$ cat src/rtl/music_fader_mixer.sv
// Final audio stage: scales music and effect sample pairs by 8-bit gains, sums with saturation,
// and runs a vblank-paced fade of the music gain under CPU control.
module music_fader_mixer #(
    parameter logic [7:0] DEFAULT_GAIN = 8'hFF,
    parameter int         FADE_DIV_W   = 4
) (
    input  logic        clk,
    input  logic        reset,
    input  logic        ce_sample,
    input  logic        vblank,
    input  logic [1:0]  addr,
    input  logic [7:0]  data_in,
    input  logic        write,
    input  logic [15:0] music_l,
    input  logic [15:0] music_r,
    input  logic [15:0] sfx_l,
    input  logic [15:0] sfx_r,
    output logic [15:0] audio_l,
    output logic [15:0] audio_r,
    output logic        fade_busy,
    output logic        music_muted
);
    localparam int DATA_W = 16;
    localparam int COEF_W = 8;

    typedef enum logic [1:0] {S_IDLE, S_WAIT, S_STEP} state_t;

    // 8'hFF means unity, so full scale passes through unattenuated.
    function automatic logic [COEF_W:0] f_gain_factor(input logic [COEF_W-1:0] g);
        return (g == 8'hFF) ? 9'd256 : {1'b0, g};
    endfunction

    function automatic logic [DATA_W-1:0] f_scale(input logic [DATA_W-1:0] s,
                                                  input logic [COEF_W-1:0] g);
        logic [24:0] prod;
        prod = {9'd0, s} * {16'd0, f_gain_factor(g)};
        return 16'(prod >> 8);
    endfunction

    function automatic logic [DATA_W-1:0] f_sat(input logic [DATA_W-1:0] a,
                                                input logic [DATA_W-1:0] b);
        logic [DATA_W:0] sum;
        sum = {1'b0, a} + {1'b0, b};
        return sum[DATA_W] ? 16'hFFFF : sum[DATA_W-1:0];
    endfunction

    state_t                r_state, w_state_nxt;
    logic [COEF_W-1:0]     r_target, r_sfx_gain, r_step, r_mgain, w_mgain_nxt;
    logic [FADE_DIV_W-1:0] r_cnt, w_cnt_nxt, r_div, w_div_nxt;
    logic [FADE_DIV_W-1:0] w_div_field, w_div_eff, w_cnt_last;
    logic                  r_dir, w_dir_nxt, r_vblank_q;
    logic                  w_start, w_vedge;
    logic [COEF_W-1:0]     w_fade_dn, w_fade_up;

    logic [DATA_W-1:0] r_ml_p1, r_mr_p1, r_sl_p1, r_sr_p1;
    logic [DATA_W-1:0] r_audio_l_p2, r_audio_r_p2;

    assign w_start     = write && (addr == 2'd2) && data_in[0];
    assign w_vedge     = vblank && !r_vblank_q;
    assign w_div_field = data_in[4 +: FADE_DIV_W];
    assign w_div_eff   = (w_div_field == '0) ? FADE_DIV_W'(1) : w_div_field;
    assign w_cnt_last  = r_div - FADE_DIV_W'(1);

    // Both directions clamp at their end point; fade-in from above the target snaps down to it.
    assign w_fade_dn = (r_mgain <= r_step) ? 8'd0 : r_mgain - r_step;
    assign w_fade_up = ((r_mgain >= r_target) || ((r_target - r_mgain) <= r_step))
                       ? r_target : r_mgain + r_step;

    always_comb begin
        w_state_nxt = r_state;
        w_mgain_nxt = r_mgain;
        w_cnt_nxt   = r_cnt;
        w_dir_nxt   = r_dir;
        w_div_nxt   = r_div;
        if (w_start) begin
            w_cnt_nxt   = '0;
            w_dir_nxt   = data_in[1];
            w_div_nxt   = w_div_eff;
            w_state_nxt = S_WAIT;
        end else begin
            case (r_state)
                S_IDLE: begin
                    if (write && (addr == 2'd0))
                        w_mgain_nxt = data_in;
                end
                S_WAIT: begin
                    if (w_vedge) begin
                        if (r_cnt == w_cnt_last) begin
                            w_cnt_nxt   = '0;
                            w_state_nxt = S_STEP;
                        end else begin
                            w_cnt_nxt = r_cnt + FADE_DIV_W'(1);
                        end
                    end
                end
                S_STEP: begin
                    if (r_dir) begin
                        w_mgain_nxt = w_fade_up;
                        w_state_nxt = (w_fade_up == r_target) ? S_IDLE : S_WAIT;
                    end else begin
                        w_mgain_nxt = w_fade_dn;
                        w_state_nxt = (w_fade_dn == 8'd0) ? S_IDLE : S_WAIT;
                    end
                end
                default: w_state_nxt = S_IDLE;
            endcase
        end
    end

    always_ff @(posedge clk) begin
        if (reset) begin
            r_state    <= S_IDLE;
            r_mgain    <= DEFAULT_GAIN;
            r_target   <= DEFAULT_GAIN;
            r_sfx_gain <= DEFAULT_GAIN;
            r_step     <= 8'd1;
            r_cnt      <= '0;
            r_div      <= FADE_DIV_W'(1);
            r_dir      <= 1'b0;
            r_vblank_q <= 1'b0;
        end else begin
            r_state    <= w_state_nxt;
            r_mgain    <= w_mgain_nxt;
            r_cnt      <= w_cnt_nxt;
            r_div      <= w_div_nxt;
            r_dir      <= w_dir_nxt;
            r_vblank_q <= vblank;
            if (write) begin
                case (addr)
                    2'd0:    r_target   <= data_in;
                    2'd1:    r_sfx_gain <= data_in;
                    2'd3:    r_step     <= (data_in == 8'd0) ? 8'd1 : data_in;
                    default: ;
                endcase
            end
        end
    end

    // Stage p1: per-channel scaling; stage p2: saturating sum.
    always_ff @(posedge clk) begin
        if (reset) begin
            r_ml_p1      <= '0;
            r_mr_p1      <= '0;
            r_sl_p1      <= '0;
            r_sr_p1      <= '0;
            r_audio_l_p2 <= '0;
            r_audio_r_p2 <= '0;
        end else if (ce_sample) begin
            r_ml_p1      <= f_scale(music_l, r_mgain);
            r_mr_p1      <= f_scale(music_r, r_mgain);
            r_sl_p1      <= f_scale(sfx_l, r_sfx_gain);
            r_sr_p1      <= f_scale(sfx_r, r_sfx_gain);
            r_audio_l_p2 <= f_sat(r_ml_p1, r_sl_p1);
            r_audio_r_p2 <= f_sat(r_mr_p1, r_sr_p1);
        end
    end

    assign audio_l     = r_audio_l_p2;
    assign audio_r     = r_audio_r_p2;
    assign fade_busy   = (r_state != S_IDLE);
    assign music_muted = (r_mgain == 8'd0);

endmodule
$ cat config.mk
export PLATFORM = sky130hd
export DESIGN_NAME = music_fader_mixer
export DESIGN_NICKNAME = d
export VERILOG_FILES = /design/src/rtl/music_fader_mixer.sv
export SDC_FILE = /design/constraint.sdc
export NUM_CORES = 1
export LEC_CHECK = 0
export BUFFER_PORTS_ARGS = -buffer_cell sky130_fd_sc_hd__buf_4
export CORE_MARGIN = 5
export CORE_UTILIZATION = 60
export CTS_CLUSTER_SIZE = 30
export DETAILED_ROUTE_END_ITERATION = 10
export GPL_ROUTABILITY_DRIVEN = 1
export HOLD_SLACK_MARGIN = 0.05
export PLACE_DENSITY = 0.8
export SKIP_CTS_REPAIR_TIMING = 1
export SYNTH_ARGS = -nofsm -noshare
export SYNTH_HDL_FRONTEND = slang
export SYNTH_SLANG_ARGS = --single-unit
$ cat constraint.sdc
create_clock -name clk -period 11.45 [get_ports clk]
set_input_delay 0.5725 -clock clk [delete_from_list [all_inputs] [get_ports clk]]
set_output_delay 0.5725 -clock clk [all_outputs]
set_load 0.02 [all_outputs]
=== Yosys cells after proc, flatten, opt, wreduce, memory -nomap -nowiden ===
Index checks and enable logic that the tools add are counted.

* Flip-flop bits (word level): 140
* Input bits: 79
* Logic and storage cells: 88

* Add/sub/neg operators: 7
* $mul: 4
* Order comparisons: 3
* Equal/unequal tests: 15
* Mux-type cells: 19
* Bitwise logic cells: 2
* Reductions and logical operators: 22

{| class="wikitable"
|+ Operators with widths
! operator !! count
|-
| 16-bit by 9-bit multiplier with 24-bit output || 4
|-
| 8-bit 2-to-1 mux || 5
|-
| 16-bit by 16-bit adder with 17-bit output || 2
|-
| 16-bit 2-to-1 mux || 2
|-
| 8-bit logical NOT || 3
|-
| 9-bit 2-to-1 mux || 2
|-
| 8-bit equality test (second input constant) || 2
|-
| 8-bit <= comparator || 2
|-
| 8-bit one-hot mux with 2 select lines || 1
|-
| 8-bit subtractor || 2
|-
| 3-bit AND reduction || 3
|-
| 8-bit adder || 1
|-
| 8-bit equality test || 1
|-
| 8-bit greater-or-equal comparator || 1
|-
| 4-bit 2-to-1 mux || 2
|-
| 2-bit != test (second input constant) || 4
|-
| 2-bit AND reduction || 4
|-
| 2-bit equality test (second input constant) || 3
|-
| 3-bit != test (second input constant) || 2
|-
| 2-bit one-hot mux with 3 select lines || 1
|-
| 4-bit by 1-bit adder with 4-bit output (second input constant) || 1
|-
| 2-bit by 1-bit equality test with 1-bit output (second input constant) || 2
|-
| 4-bit equality test || 1
|-
| 1-bit logical AND || 4
|-
| other kinds (10) || 17
|}

=== Logic depth before layout (Yosys ltp) ===
* Depth after elaboration: 9
* Gate-level depth with buffers: 23
* Gate-level depth less buffers: 21

=== Worst setup path after synthesis ===
OpenSTA, ideal clock, no wires.

* Path kind: reg-to-reg
* Start: register r_mgain[1]
* End: register r_ml_p1[15]
* Setup time: 0.122 ns
* Data arrival time: 5.763 ns
* Required time: 11.328 ns
* Path slack: 5.565 ns
* Stages on the path, launching flop included: 22
* Buffers on the path: 2
* Period minus slack after synthesis: 5.885 ns
* Cells stage by stage: dfxtp_1 nand2_1 nor4_1 clkbuf_1 nor2_1 clkbuf_1 and2_1 fa_1 fa_1 fa_1 inv_1 fa_1 inv_1 ha_1 a211oi_2 and4b_1 o21ai_1 o211a_1 o31a_1 o41ai_2 nor3_1 a311o_1

* Longest elaborated chain between the ends: 3

{| class="wikitable"
|+ Ends and longest elaborated chain
! item !! line !! RTL
|-
| start: declaration || 48 || <nowiki>logic [COEF_W-1:0] r_target, r_sfx_gain, r_step, r_mgain, w_mgain_nxt;</nowiki>
|-
| start signal: assignment || 123 || <nowiki>r_mgain <= w_mgain_nxt;</nowiki>
|-
| 8-bit equality test || 30 || <nowiki>return (g == 8'hFF) ? 9'd256 : {1'b0, g};</nowiki>
|-
| 9-bit 2-to-1 mux * || 30 ||
|-
| 16-bit by 9-bit multiplier with 24-bit output * || 36 || <nowiki>prod = {9'd0, s} * {16'd0, f_gain_factor(g)};</nowiki>
|-
| end signal: assignment || 149 || <nowiki>r_ml_p1 <= f_scale(music_l, r_mgain);</nowiki>
|-
| end: declaration || 55 || <nowiki>logic [DATA_W-1:0] r_ml_p1, r_mr_p1, r_sl_p1, r_sr_p1;</nowiki>
|}

Every way passes the cells marked *; elsewhere a longest branch is shown, timed or not.
A chain may end at the register's enable or synchronous reset.

=== Worst setup path after layout ===
* Start: register r_sfx_gain[4]
* End: register r_sr_p1[7]

* Longest elaborated chain between the ends: 3

{| class="wikitable"
|+ Ends and longest elaborated chain
! item !! line !! RTL
|-
| start: declaration || 48 ||
|-
| start signal: assignment || 131 || <nowiki>2'd1: r_sfx_gain <= data_in;</nowiki>
|-
| 8-bit equality test || 30 ||
|-
| 9-bit 2-to-1 mux * || 30 ||
|-
| 16-bit by 9-bit multiplier with 24-bit output * || 36 ||
|-
| end signal: assignment || 152 || <nowiki>r_sr_p1 <= f_scale(sfx_r, r_sfx_gain);</nowiki>
|-
| end: declaration || 55 ||
|}

Marks and branches as above.

==> out/qor.csv <==
metric;value;unit
num rows;74;
Min-Delay Path Class;primary input to register;
CTS tree;built;
R2R setup slack;3.82;ns
# IOs;113;
Worst path most repeated cell;fa_1;
antenna viol nets, final;0;
Die Ht;213;microns
Area contributors post-synth;fa_1 32%, dfxtp_1 11%, ha_1 11%, inv_1 7.8%, nand2_1 5.6%;
Worst Path Arrival;8.02;ns
fin crit share;66.7;%
YS warnings;0;
core outline area;40700;sq um
total CTS buffers;17;
Die ar.;45200;sq um
largest net degree at the start of global routing;141;
initial core utilization;60.4;%
detailed-route DRC error count;0;
Reg clk slew, reported paths;0.06;ns
status;completed;
GRT Resource Usage Total;28.6;%
DPL Wire Length;49800;microns
sequential fraction of the synthesis area;11.4;%
GRT Max-Usage Layer;met2;
CP Capture Type;register;
initial DRC count;1673;
Final #Nets;3612;
Worst Setup Start Kind;register;
Cells after Synth;2895;
drt pass-1 iters;6;
ant diodes;0;
width of the die;213;microns
met3 GRT Util;4.40;%
Critical Path Fanout Max;140;
CTS HTree Levels;4;
WS Path Type;register to register;
Slew @ Worst Pin;1.28;ns
CP delay by family, top;adder cells;
Clock Path Buffers;2;
routing usage on met1;38.7;%
number of port buffers;112;
ratio of cells with drive above 1 in the final layout;6.96;%
CTS root buf;clkbuf_16;
Yosys cell types;79;
Post-Route WL;63300;microns
min Tclk post-route;7.63;ns
routed length per instance;18.3;microns
Multi-input gate area;19400;sq um
Worst-Skew Late Latency;0.44;ns
Fill cells;3460;
slew margin rel.;14.3;%
f_max;131;MHz
MaxCap Viol Count;0;
synthesized flop and latch total;140;
Yosys top cell area share;32.0;%
Async S/R FF share, synth;0;%
final hold vios;0;
syn_nets;3591;
Worst Path Required;11.83;ns
Max stage delay on crit path;1.17;ns
first-pass GRT wire length;105000;microns
crit path buf inv count;4;
Yosys top cell by area;fa_1;
slowest CP cell;dfxtp_1;
met2 Use GR;47.5;%
RSZ-0062 raised after global routing;false;
Vias per Instance;5.81;
number of global-route vias before repair;21100;
Slew Viols, Final;0;
Fin Setup TNS;0;ns
initial antenna violation count;0;
Most used DFF post-synth;dfxtp_1;
Mapped Area;24600;sq um
via count;20100;
GP Congestion;0.935;
final clock skew;0.0114;ns
Synth-to-Final Area Change;7.23;%
remaining global-route overflow;0;
clock sink count;140;
endpoints failing setup;0;
Avg Cell Area, Syn;8.50;sq um
number of synthesized flops with an enable pin;0;
critical path cell sequence;nand4_1 -> or3_2 -> buf_4 -> and2_1 -> nand2_1 -> fa_1 -> fa_1 -> inv_1 -> fa_1 -> inv_1 -> fa_1 -> inv_1 -> ha_1 -> a21o_1 -> a221oi_1 -> o31ai_2 -> a21oi_1 -> o21ai_2 -> a41o_1 -> a311oi_1 -> a31o_2;
Register Area;2800;sq um
-- cells in the mapped netlist (all sizes together) (4+ instances only) --
cell type and number:
mux2 7, nor2b 14, or3 11, a221o 4
clkbuf 107, nand4 17, xnor2 71, nand2b 9
xor2 43, nand3b 5, and4 4, buf 24
nor4 7, nand3 38, and3 148, inv 515
a21oi 98, o31ai 20, o211ai 10, a311oi 18
nor2 125, a221oi 5, a31oi 8, a21o 30
o2111ai 4, or2 7, nand2 369, ha 224
a211oi 27, and2 178, o21bai 14, mux2i 28
o21a 25, nand4b 4, nor3 25, dfxtp 140
fa 393, o21ai 75
-- cells by family (layout without fill, tap and decap cells) --
kind of cell	after synthesis	after routing	share of synthesized area, %
XOR/XNOR	114	114	4.06
AO/OA/AOI/OAI	371	371	10.2
buffers and inverters	647	681	9.89
AND/OR/NAND/NOR	971	971	19.6
flip-flops	140	140	11.4
adder cells (fa/ha/maj)	617	617	43.4
multiplexers	35	35	1.46
-- cell usage in the layout, fill, tap and decap left out, types with 23 or more instances in the layout --
cell | Yosys | final
dfxtp_1 | 140 | 140
fa_1 | 393 | 393
xor2_1 | 43 | 43
nor2_1 | 125 | 121
nor3_1 | 24 | 23
nand2_1 | 369 | 369
a21o_1 | 30 | 30
o21a_1 | 24 | 24
a211oi_1 | 25 | 25
nand3_1 | 38 | 38
and3_1 | 148 | 148
buf_4 | 1 | 133
o21ai_0 | 70 | 70
inv_1 | 514 | 514
and2_1 | 178 | 178
ha_1 | 224 | 224
a21oi_1 | 97 | 97
mux2i_1 | 28 | 28
xnor2_1 | 71 | 71
-- metal layers --
layer | share of wire (%) | wire length, microns
met2 | 47 | 29900
met3 | 7.6 | 4840
met1 | 42 | 26400
met5 | 0 | 0
met4 | 3.4 | 2140
-- path summary, 6_finish.rpt --
path                                                 start                       end  depth (start not counted)
worst max-delay path            r_sfx_gain[4]$_SDFFE_PP1P_   r_sr_p1[7]$_SDFFE_PP0P_                         21
worst min-delay path                                vblank     r_vblank_q$_SDFF_PP0_                          2
worst max register to register  r_sfx_gain[4]$_SDFFE_PP1P_   r_sr_p1[7]$_SDFFE_PP0P_                         21
worst min register to register    r_mr_p1[12]$_SDFFE_PP0P_  r_mr_p1[12]$_SDFFE_PP0P_                          2
-- layout make-up --
| type | instances | share of cell area (%) |
|---|---|---|
| clock buffer | 19 | 1.64 |
| clock inverter | 13 | 0.593 |
| inverter | 516 | 7.34 |
| multi-input combinational | 2108 | 73.5 |
| sequential | 140 | 10.6 |
| tap | 532 | 2.52 |
| timing repair buffer | 133 | 3.78 |
-- sequential cells by signal, summed over array words and instances (netlist names), 16 cells and up --
signal and cells:
audio_l 16, audio_r 16, r_ml_p1 16, r_mr_p1 16
r_sl_p1 16, r_sr_p1 16
-- worst register-to-register path: cells and delay by family (launching register included) --
kind / cells / cell delay [ns]
fa+ha+maj: 5 / 2.21
compound gates: 8 / 2.01
buf+inv: 4 / 0.62
flops: 1 / 1.17
simple gates: 4 / 1.59
-- through the flow --
stage	hold WS (ns)	cell area [sq um]	setup WS, ns	instances	util, %
after floorplan	0.429	24600	5.57	2895	-
after global routing	0.357	26400	3.48	3461	64.8
after detailed placement	0.448	25800	4.01	3429	63.3
after CTS	0.348	26400	4.01	3461	64.8
after global placement	0.443	25800	4.32	3429	63.3
final	0.357	26400	3.82	3461	64.8
Power is left out: the tool's default activity adds up to more than one toggle a clock period on the data nets, which glitch-free logic cannot reach.
